**config.mk**
```make
export PLATFORM = sky130hd
export DESIGN_NAME = traffic_phase_scheduler_flat
export DESIGN_NICKNAME = d
export VERILOG_FILES = /design/src/rtl/traffic_phase_scheduler_if.sv /design/src/rtl/traffic_phase_scheduler.sv /design/src/flat_wrapper.sv
export SDC_FILE = /design/constraint.sdc
export NUM_CORES = 1
export LEC_CHECK = 0
export ABC_AREA = 1
export CAP_MARGIN = 10
export CORE_UTILIZATION = 50
export DETAILED_ROUTE_END_ITERATION = 10
export PLACE_DENSITY = 0.76
export SLEW_MARGIN = 20
export SYNTH_ARGS = -nofsm -noshare
export SYNTH_HDL_FRONTEND = slang
export SYNTH_SLANG_ARGS = --single-unit
```
**constraint.sdc**
```tcl
create_clock -name clk -period 3 [get_ports clk]
set_input_delay 0.3 -clock clk [delete_from_list [all_inputs] [get_ports clk]]
set_output_delay 0.3 -clock clk [all_outputs]
set_load 0.01 [all_outputs]
```
**src/rtl/traffic_phase_scheduler_if.sv**
```systemverilog
`default_nettype none
// ============================================================================
//  Module      : traffic_phase_scheduler_if
//  Description : Demand, preemption and lamp-drive bundle for the phase scheduler.
//  Revision    : 1.0 - initial release
// ============================================================================
interface traffic_phase_scheduler_if;
    logic       tick;
    logic [3:0] req;
    logic       emerg_req;
    logic [1:0] emerg_dir;
    logic [2:0] light_M1;
    logic [2:0] light_M2;
    logic [2:0] light_MT;
    logic [2:0] light_S;
    logic [1:0] active;
    logic [2:0] state_o;
    logic [3:0] pending;

    modport slave (
        input  tick, req, emerg_req, emerg_dir,
        output light_M1, light_M2, light_MT, light_S, active, state_o, pending
    );

    modport master (
        output tick, req, emerg_req, emerg_dir,
        input  light_M1, light_M2, light_MT, light_S, active, state_o, pending
    );
endinterface
`default_nettype wire

```
**src/rtl/traffic_phase_scheduler.sv**
```systemverilog
`default_nettype none
// ============================================================================
//  Module      : traffic_phase_scheduler
//  Description : Round-robin demand-driven junction phase controller with preemption.
//  Revision    : 1.0 - initial release
// ============================================================================
module traffic_phase_scheduler #(
    parameter int GREEN_T  = 7,
    parameter int YEL_T    = 2,
    parameter int ALLRED_T = 1
) (
    input  logic                        clk,
    input  logic                        rst_n,
    traffic_phase_scheduler_if.slave    bus
);
    typedef enum logic [2:0] {
        ST_IDLE   = 3'd0,
        ST_GREEN  = 3'd1,
        ST_YELLOW = 3'd2,
        ST_ALLRED = 3'd3,
        ST_EMERG  = 3'd4
    } state_t;

    localparam logic [3:0] C_GREEN_LD  = 4'(GREEN_T - 1);
    localparam logic [3:0] C_YEL_LD    = 4'(YEL_T - 1);
    localparam logic [3:0] C_ALLRED_LD = 4'(ALLRED_T - 1);
    localparam logic [2:0] C_RED       = 3'b100;

    state_t          state_q, state_d;
    logic [3:0]      timer_q, timer_d;
    logic [1:0]      active_q, active_d;
    logic [3:0]      pending_q, pending_d;
    logic [3:0][2:0] lights_q, lights_d;

    logic       w_rr_found;
    logic [1:0] w_rr_idx;
    logic [1:0] w_cand;
    logic [3:0] w_hold_mask;

    // Search starts one past the last served approach and ends on it.
    always_comb begin
        w_rr_found = 1'b0;
        w_rr_idx   = active_q;
        w_cand     = active_q;
        for (int k = 1; k <= 4; k++) begin
            w_cand = active_q + 2'(k);
            if (!w_rr_found && pending_q[w_cand]) begin
                w_rr_found = 1'b1;
                w_rr_idx   = w_cand;
            end
        end
    end

    always_comb begin
        state_d  = state_q;
        timer_d  = timer_q;
        active_d = active_q;
        case (state_q)
            ST_IDLE: begin
                if (bus.emerg_req) begin
                    state_d  = ST_EMERG;
                    active_d = bus.emerg_dir;
                    timer_d  = 4'd0;
                end else if (w_rr_found) begin
                    state_d  = ST_GREEN;
                    active_d = w_rr_idx;
                    timer_d  = C_GREEN_LD;
                end
            end
            ST_GREEN: begin
                if (bus.emerg_req) begin
                    if (bus.emerg_dir == active_q) begin
                        state_d = ST_EMERG;
                        timer_d = 4'd0;
                    end else begin
                        state_d = ST_YELLOW;
                        timer_d = C_YEL_LD;
                    end
                end else if (bus.tick) begin
                    if (timer_q == 4'd0) begin
                        state_d = ST_YELLOW;
                        timer_d = C_YEL_LD;
                    end else begin
                        timer_d = timer_q - 4'd1;
                    end
                end
            end
            ST_YELLOW: begin
                if (bus.tick) begin
                    if (timer_q == 4'd0) begin
                        state_d = ST_ALLRED;
                        timer_d = C_ALLRED_LD;
                    end else begin
                        timer_d = timer_q - 4'd1;
                    end
                end
            end
            ST_ALLRED: begin
                if (bus.tick) begin
                    if (timer_q != 4'd0) begin
                        timer_d = timer_q - 4'd1;
                    end else if (bus.emerg_req) begin
                        state_d  = ST_EMERG;
                        active_d = bus.emerg_dir;
                        timer_d  = 4'd0;
                    end else if (w_rr_found) begin
                        state_d  = ST_GREEN;
                        active_d = w_rr_idx;
                        timer_d  = C_GREEN_LD;
                    end else begin
                        state_d  = ST_IDLE;
                    end
                end
            end
            ST_EMERG: begin
                if (!bus.emerg_req) begin
                    state_d = ST_YELLOW;
                    timer_d = C_YEL_LD;
                end
            end
            default: begin
                state_d = ST_IDLE;
                timer_d = 4'd0;
            end
        endcase
    end

    // A request for the approach currently showing green is absorbed, not latched.
    always_comb begin
        w_hold_mask = 4'd0;
        if (state_d == ST_GREEN || state_d == ST_EMERG) begin
            w_hold_mask = 4'b0001 << active_d;
        end
        pending_d = (pending_q | bus.req) & ~w_hold_mask;
    end

    always_comb begin
        for (int i = 0; i < 4; i++) begin
            lights_d[i] = C_RED;
            if (active_d == 2'(i)) begin
                if (state_d == ST_GREEN || state_d == ST_EMERG) begin
                    lights_d[i] = 3'b001;
                end else if (state_d == ST_YELLOW) begin
                    lights_d[i] = 3'b010;
                end
            end
        end
    end

    always_ff @(posedge clk or negedge rst_n) begin
        if (!rst_n) begin
            state_q   <= ST_IDLE;
            timer_q   <= 4'd0;
            active_q  <= 2'd3;
            pending_q <= 4'd0;
            lights_q  <= {4{C_RED}};
        end else begin
            state_q   <= state_d;
            timer_q   <= timer_d;
            active_q  <= active_d;
            pending_q <= pending_d;
            lights_q  <= lights_d;
        end
    end

    assign bus.light_M1 = lights_q[0];
    assign bus.light_M2 = lights_q[1];
    assign bus.light_MT = lights_q[2];
    assign bus.light_S  = lights_q[3];
    assign bus.active   = active_q;
    assign bus.state_o  = state_q;
    assign bus.pending  = pending_q;
endmodule
`default_nettype wire
```
**src/flat_wrapper.sv**
```systemverilog
// flat-port wrapper written by rule: the top's interface ports become plain ports
module traffic_phase_scheduler_flat 
#(
    parameter int GREEN_T  = 7,
    parameter int YEL_T    = 2,
    parameter int ALLRED_T = 1
)
  (clk, rst_n, bus_tick, bus_req, bus_emerg_req, bus_emerg_dir, bus_light_M1, bus_light_M2, bus_light_MT, bus_light_S, bus_active, bus_state_o, bus_pending);
  traffic_phase_scheduler_if bus_i ();
  input  logic clk;
  input  logic rst_n;
  input wire logic [$bits(bus_i.tick)-1:0] bus_tick;
  input wire logic [$bits(bus_i.req)-1:0] bus_req;
  input wire logic [$bits(bus_i.emerg_req)-1:0] bus_emerg_req;
  input wire logic [$bits(bus_i.emerg_dir)-1:0] bus_emerg_dir;
  output wire logic [$bits(bus_i.light_M1)-1:0] bus_light_M1;
  output wire logic [$bits(bus_i.light_M2)-1:0] bus_light_M2;
  output wire logic [$bits(bus_i.light_MT)-1:0] bus_light_MT;
  output wire logic [$bits(bus_i.light_S)-1:0] bus_light_S;
  output wire logic [$bits(bus_i.active)-1:0] bus_active;
  output wire logic [$bits(bus_i.state_o)-1:0] bus_state_o;
  output wire logic [$bits(bus_i.pending)-1:0] bus_pending;
  assign bus_i.tick = bus_tick;
  assign bus_i.req = bus_req;
  assign bus_i.emerg_req = bus_emerg_req;
  assign bus_i.emerg_dir = bus_emerg_dir;
  assign bus_light_M1 = bus_i.light_M1;
  assign bus_light_M2 = bus_i.light_M2;
  assign bus_light_MT = bus_i.light_MT;
  assign bus_light_S = bus_i.light_S;
  assign bus_active = bus_i.active;
  assign bus_state_o = bus_i.state_o;
  assign bus_pending = bus_i.pending;
  traffic_phase_scheduler #(.GREEN_T(GREEN_T), .YEL_T(YEL_T), .ALLRED_T(ALLRED_T)) u_core (.clk(clk), .rst_n(rst_n), .bus(bus_i));
endmodule
```
==> flow_results.org <==
** Logic synthesis
- After synthesis the cells add up to around 0.0017 mm^2.
- The cell count after synthesis came out at between 200 and 250.
- Net count of the mapped netlist :: about 230
- Synth async-reset ratio :: 100%
- For this run, the number of Yosys warnings is 0.
- Flop and latch count out of synthesis :: 25
- For this run, the leading register cell type out of synthesis is sky130_fd_sc_hd__dfrtp_1.
- Unique masters post-synth :: 40
- The synthesized design contains 0 enable-type register cells.
- Mean post-synth cell area :: just over 8 um^2
- For this run, the register share of the synthesized area comes to a little over a third.

** Placement
- Detailed placer's ending HPWL :: 2760 um
- At the end of routability-driven placement, the weighted congestion stood at about 0.96.
- Buffers placed on the I/O ports in this run total 30.

** Timing
- Setup repair after global routing left no endpoint under its margin.
- Setup violations remaining at the end of the flow were counted as 0.
- The routed design could run at a clock period as short as roughly 2.1 ns.
- Total negative slack :: 0 ns
- Clock skew on the completed layout was measured at between 0.008 and 0.009 ns.
- Slew margin rel. :: 73.2%
- The final count of hold timing violations was 0.
- At the pin with the least slew margin, the transition time is approximately 0.40 ns.
- Based on the critical path, the design can be clocked at up to 470 MHz.
- The worst path uses 70.9% of the clock period.
- Final slew viol count :: 0

** Clock network
- Clock slew at reported path FFs :: approximately 0.15 ns
- Clock tree synthesis selected as its root buffer the cell sky130_fd_sc_hd__clkbuf_4.
- TritonCTS built the clock tree.
- H-tree depth reported by CTS :: 1
- The clock drives 25 sinks.
- The number of hold buffers added after CTS was 0.
- No sink is reached through more buffers than the 2 on the longest clock path.
- Clock tree synthesis inserted a total of 3 buffers.
- Clock latency on the worst-skew pair, taken at its later pin, is 0.33 ns.
- In this run the post-CTS setup repair buffer count came out at 0.
- Post-cts gate resize count :: 0

** Power
- Reported leakage power :: 1.00 nW
- Of the total power, combinational logic draws roughly 64%.
- Part of the power in registers :: 28.1%
- Summed over all nets, the switching power comes to approximately 1.0 mW.
- Pint :: 1.06 mW
- Per report_power, the clock group accounts for between 7 and 8% of the total.
- Pwr Density :: between 900 and 1000 mW/mm^2
- Fraction of power spent switching nets :: between 40 and 50%
- Maximum VDD drop :: between 0.5 and 0.6 mV

** Routing
- The first TritonRoute pass finished after 4 iterations.
- Post-detailed-route DRC marker count :: 0
- Using the TritonRoute via totals, the vias-per-cell ratio works out to around 5.
- Number of vias in the routed layout :: approximately 1400
- Summed over all layers, the routed wires come to about 3600 um.
- Final antenna-violating net count :: 0
- Initial detailed-routing violation count :: between 50 and 60
- After detailed routing, the average wire length per cell comes to around 12 um.

** Setup path
- Launching point of the worst reg2reg path :: u_core.timer_q[0]
- The setup check on the worst reg-to-reg path leaves a slack of ~0.87 ns.
- Class of the most critical setup path :: reg2reg
- Data on the critical path arrives at its endpoint at between 2 and 2.5 ns.
- STA puts the critical path data required time at approximately 3.2 ns.
- Along the worst path, the maximum fanout reaches 8.
- CP startpoint kind :: flip-flop
- Critical path, cell by cell :: inv_1 -> ha_1 -> nor3b_4 -> nand2_2 -> nand2_1 -> inv_1 -> nand2_1 -> a21oi_1 -> inv_1 -> nand2_1 -> nor2_2 -> nand2_1 -> nor2_2 -> nor2_2
- Counting cells, the worst reg-to-reg path comes to 14.
- STA classifies the critical path endpoint as a flip-flop.
- CP max stage cell :: sky130_fd_sc_hd__dfrtp_1
- Maximum cell stage delay along the critical path :: between 0.4 and 0.5 ns
- In this run the critical register-to-register path is captured at u_core.bus.pending[2].
- The most numerous cell type found on the critical path is sky130_fd_sc_hd__nand2_1.

** GRT
- The initial antenna violation count came to 0.
- Maximum number of pins on one net before global-route repair :: 26
- Global route overflow :: 0
- Number of global-route vias before repair :: about 1300
- All-Layer GR Usage :: a little over a fifth
- The first global-routing pass estimated 6000 um of wire.

** Floorplan
- Floorplan die height :: between 60 and 70 um
- The floorplan step defined a core boundary enclosing roughly 0.0033 mm^2.
- During I/O placement, the number of pins put on the boundary was 31.
- X dimension of the die :: roughly 60 um
- Starting density of the core :: a little over half
- The die covers roughly 0.0037 mm^2.
- In this run the core area contains 21 standard-cell rows.

** Layout
- From synthesis to final layout, the design area changed by 21.5%.
- Share of layout cells above drive strength 1 :: about 27%
- Antenna cells :: 0
- # nets final :: around 260
- Cells fill a little over three fifths of the core in the end.
- Most common cell after layout, fill and taps aside :: sky130_fd_sc_hd__nand2_1
- Commonest non-fill, non-tap cells in the layout :: 47 x sky130_fd_sc_hd__nand2_1, 30 x sky130_fd_sc_hd__clkdlybuf4s50_1, 20 x sky130_fd_sc_hd__nor2_1

** Outcome
- Outcome :: completed

** Worst hold path
- The min-delay analysis places its worst path in the category in2async.

** Job
- Across the run, the number of max-cap violations was 0.
-- power by group through the flow --
stage | combinational, mW | clock [mW] | sequential (mW)
6_report | 1.33 | 0.160 | 0.584
2_1_floorplan | 1.01 | 0 | 0.583
3_5_place_dp | 1.33 | 0 | 0.591
5_1_grt | 1.49 | 0.181 | 0.601
3_3_place_gp | 1.33 | 0 | 0.589
4_1_cts | 1.34 | 0.165 | 0.585
-- layout make-up --
cell class | instances | area, um^2
repair buffers | 31 | 308
inverters | 28 | 113
clock inverters | 1 | 7.51
clock buffers | 3 | 22.5
flip-flops and latches | 25 | 633
fillers | 301 | 1230
well taps | 46 | 57.6
multi-input cells | 158 | 967
-- cells in the mapped netlist, drive strengths merged (2+ instances only) --
cell type	count	share of area [%]
ha	2	1.4
nand2	67	20
nand4	2	0.72
nand3	20	9.4
and2	3	1.2
o32ai	2	1.0
a21oi	10	3.3
nor2	31	9.7
dfstp	6	9.1
buf	2	1.1
xnor2	2	1.0
dfrtp	19	27
o21ai	6	2.4
nor3	5	1.7
inv	28	6.5
-- per-stage QoR --
stage / hold slack [ns] / cells / power, mW / cell area, um^2 / setup WS, ns
after floorplan: 0.00441 / 214 / 1.60 / 1740 / 1.15
after global placement: 0.552 / 288 / 1.92 / 2080 / 0.869
after detailed placement: 0.562 / 288 / 1.92 / 2080 / 0.858
after CTS: 0.324 / 292 / 2.09 / 2110 / 0.906
after global routing: 0.335 / 292 / 2.27 / 2110 / 0.606
final: 0.318 / 292 / 2.08 / 2110 / 0.874
-- flip-flops by register name, indices dropped and copies added, names as in the netlist --
name	flops
u_core.bus.light_M1	3
u_core.bus.active	2
u_core.bus.light_MT	3
u_core.bus.light_M2	3
u_core.bus.light_S	3
u_core.bus.pending	4
u_core.bus.state_o	3
u_core.timer_q	4
-- metal layers --
metal | wire [um] | GRT usage [%]
met4 | 38 | 7.14
met5 | 0 | 0
met1 | 1790 | 33.2
met2 | 1650 | 31.7
met3 | 94 | 2.13
-- worst max-delay path: cells and delay by family (launching register included) --
family	cells	cell delay, ns
AND/OR/NAND/NOR	9	1.12
adder cells (fa/ha/maj)	1	0.16
AO/OA/AOI/OAI	1	0.06
flip-flops	1	0.42
buffers and inverters	3	0.28
-- kinds of logic (layout without fill, tap and decap cells) --
| family | Yosys count | after routing | share of synthesized area, % |
|---|---|---|---|
| flip-flops | 25 | 25 | 36.5 |
| AO/OA/AOI/OAI | 23 | 23 | 8.94 |
| AND/OR/NAND/NOR | 130 | 130 | 43.8 |
| adder cells (fa/ha/maj) | 2 | 2 | 1.44 |
| XOR/XNOR | 3 | 3 | 1.51 |
| buffers and inverters | 31 | 63 | 7.79 |
-- worst max path at each step --
stage | start | to | slack, ns
global placement | bus_emerg_req | u_core.timer_q[3] | 0.87
floorplan | u_core.bus.active[1] | u_core.bus.pending[3] | 1.15
global route | u_core.timer_q[0] | u_core.bus.pending[2] | 0.61
detailed placement | bus_emerg_req | u_core.timer_q[3] | 0.86
CTS | u_core.timer_q[0] | u_core.bus.pending[2] | 0.91
finish | u_core.timer_q[0] | u_core.bus.pending[2] | 0.87
(Power assumes the default switching activity.)
==> RTL edit, RTL diff (same settings) <==
Reset style: synchronous (`rst_n`), changed in one clocked block.
--- a/src/rtl/traffic_phase_scheduler.sv
+++ b/src/rtl/traffic_phase_scheduler.sv
@@ -147,7 +147,7 @@
         end
     end
 
-    always_ff @(posedge clk or negedge rst_n) begin
+    always_ff @(posedge clk) begin
         if (!rst_n) begin
             state_q   <= ST_IDLE;
             timer_q   <= 4'd0;
Check against the original RTL: differs if rst_n is asserted again (counterexample within 4 cycles, from zero or initial values and one cycle with rst_n low); with rst_n held inactive, the same outputs for 10 cycles.
==> RTL edit against the unedited design <==
- the run now ends with design-rule violations left
- clock skew down 0.0034 ns
- non-clock buffer count down 1
- first-iteration DRC count up 8.9%
- setup slack better by 0.14 ns
- area after synthesis down 12%
- final cell count up 2.1%
- sequential cell count unchanged
- power up 5.3%
- wire length down 5.6%
- final area down 12%
- largest cell class unchanged
==> RTL edit: results (changes against the unedited design) <==
setup_path:
  critical_path_arrival_ns: 2.19  # -0.17 ns
  cp_slowest_cell: "dfxtp_1"
  crit_start: "u_core.bus.active[0]"
  rrSetupSlack_ns: 1.01  # +0.14 ns
  crit_fanout: 13  # +5
  r2r_cells: 10  # -4
pwr:
  ir_drop_v: 0.000695  # +18%
timing:
  hold_ws_ns: 0.474  # +0.155 ns
  tightest_slew_ns: 0.446  # +0.0443 ns
  min_period_ns: 1.99  # -0.139 ns
status:
  status: "complete, but fails checks"
  violations: "design-rule violations"
cells_and_area:
  final_layout_size_suffix_gt1_frac: 0.150  # -0.123
  multi_input_area_um2: 878  # -9.2%
synthesis:
  synth_area_leaders: "dfxtp_1 (33%), nand2_1 (18%), nor2_1 (7.4%), nand3_1 (5.3%), inv_1 (4.4%)"
  synth_fp_nets: 248  # +9.7%
  synth_compound_area_frac: 0.122  # +0.0325
  synthAdderAreaFrac: 0.0165  # +0.00205
  synth_common_cells: "nand2_1 (72), nor2_1 (30), dfxtp_1 (25)"
place:
  dp.cells: 294  # +2.1%
  place_hpwl_mm: 2.59  # -6.2%
  place.gp.congestion: 0.951  # -0.53%
  dpl-instance-area_mm2: 0.00184  # -12%
worst_hold_path:
  hold_path.class: "flop to flop"
global_route:
  grt_pass1_wl_mm: 5.98  # -0.35%
  grt_pass1_vias: 1406  # +6.3%
  grt.total_usage: 0.226  # +0.0103
routing:
  via_per_inst: 5.03  # +1.6%
  drc: 6  # +6
  vias: 1500  # +3.7%
  dr.pass1.iters: 7  # +3
clocking:
  clock_latency_ns: 0.31  # -0.02 ns
-- RTL edit: metal layers --
metal | share of wire | vias up | track usage
met1 | 0.51 | 654 | 0.315
met5 | 0 | - | 0
met2 | 0.45 | 38 | 0.358
met3 | 0.041 | 2 | 0.0272
li1 | - | 806 | -
met4 | 0.0050 | 0 | 0.0906
-- RTL edit: where the power goes --
| group | switching [mW] | internal [mW] |
|---|---|---|
| logic | 0.904 | 0.562 |
| clock network | 0.0893 | 0.0518 |
| registers | 0.129 | 0.450 |
| total | 1.12 | 1.06 |
-- RTL edit: how the worst max path moves through the flow --
stage | end | cells after the start
6_report | u_core.bus.light_M1[2] | 10
5_1_grt | u_core.bus.light_S[2] | 13
2_1_floorplan | u_core.bus.light_MT[2] | 11
3_3_place_gp | u_core.bus.light_M2[2] | 11
4_1_cts | u_core.bus.light_M2[2] | 10
3_5_place_dp | u_core.bus.light_M2[2] | 11
-- RTL edit: logic make-up after synthesis --
family          Yosys count
compound gates           29
xor+xnor                  1
fa+ha+maj                 2
buf+inv                  35
flops                    25
simple gates            144
-- RTL edit: through the flow --
stage	utilization	power, mW
4_1_cts	0.665	2.19
5_1_grt	0.665	2.41
2_1_floorplan	-	1.63
3_3_place_gp	0.655	2.03
6_report	0.665	2.19
3_5_place_dp	0.655	2.04
-- RTL edit: worst register-to-register path, stage by stage (launching register included) --
cell and delay (ns):
dfxtp_1 0.62, inv_2 0.18, nand2_1 0.11, nand2_1 0.05
nor2_1 0.21, nand3_4 0.16, a21oi_4 0.17, and2_4 0.17
nand2_4 0.06, nand2_2 0.09, nand2_1 0.07
-- RTL edit: layout make-up --
type | count | area share
well taps | 31 | 0.0208
multi-input cells | 176 | 0.471
flip-flops and latches | 25 | 0.268
clock buffers | 4 | 0.0141
repair buffers | 30 | 0.161
inverters | 32 | 0.0644
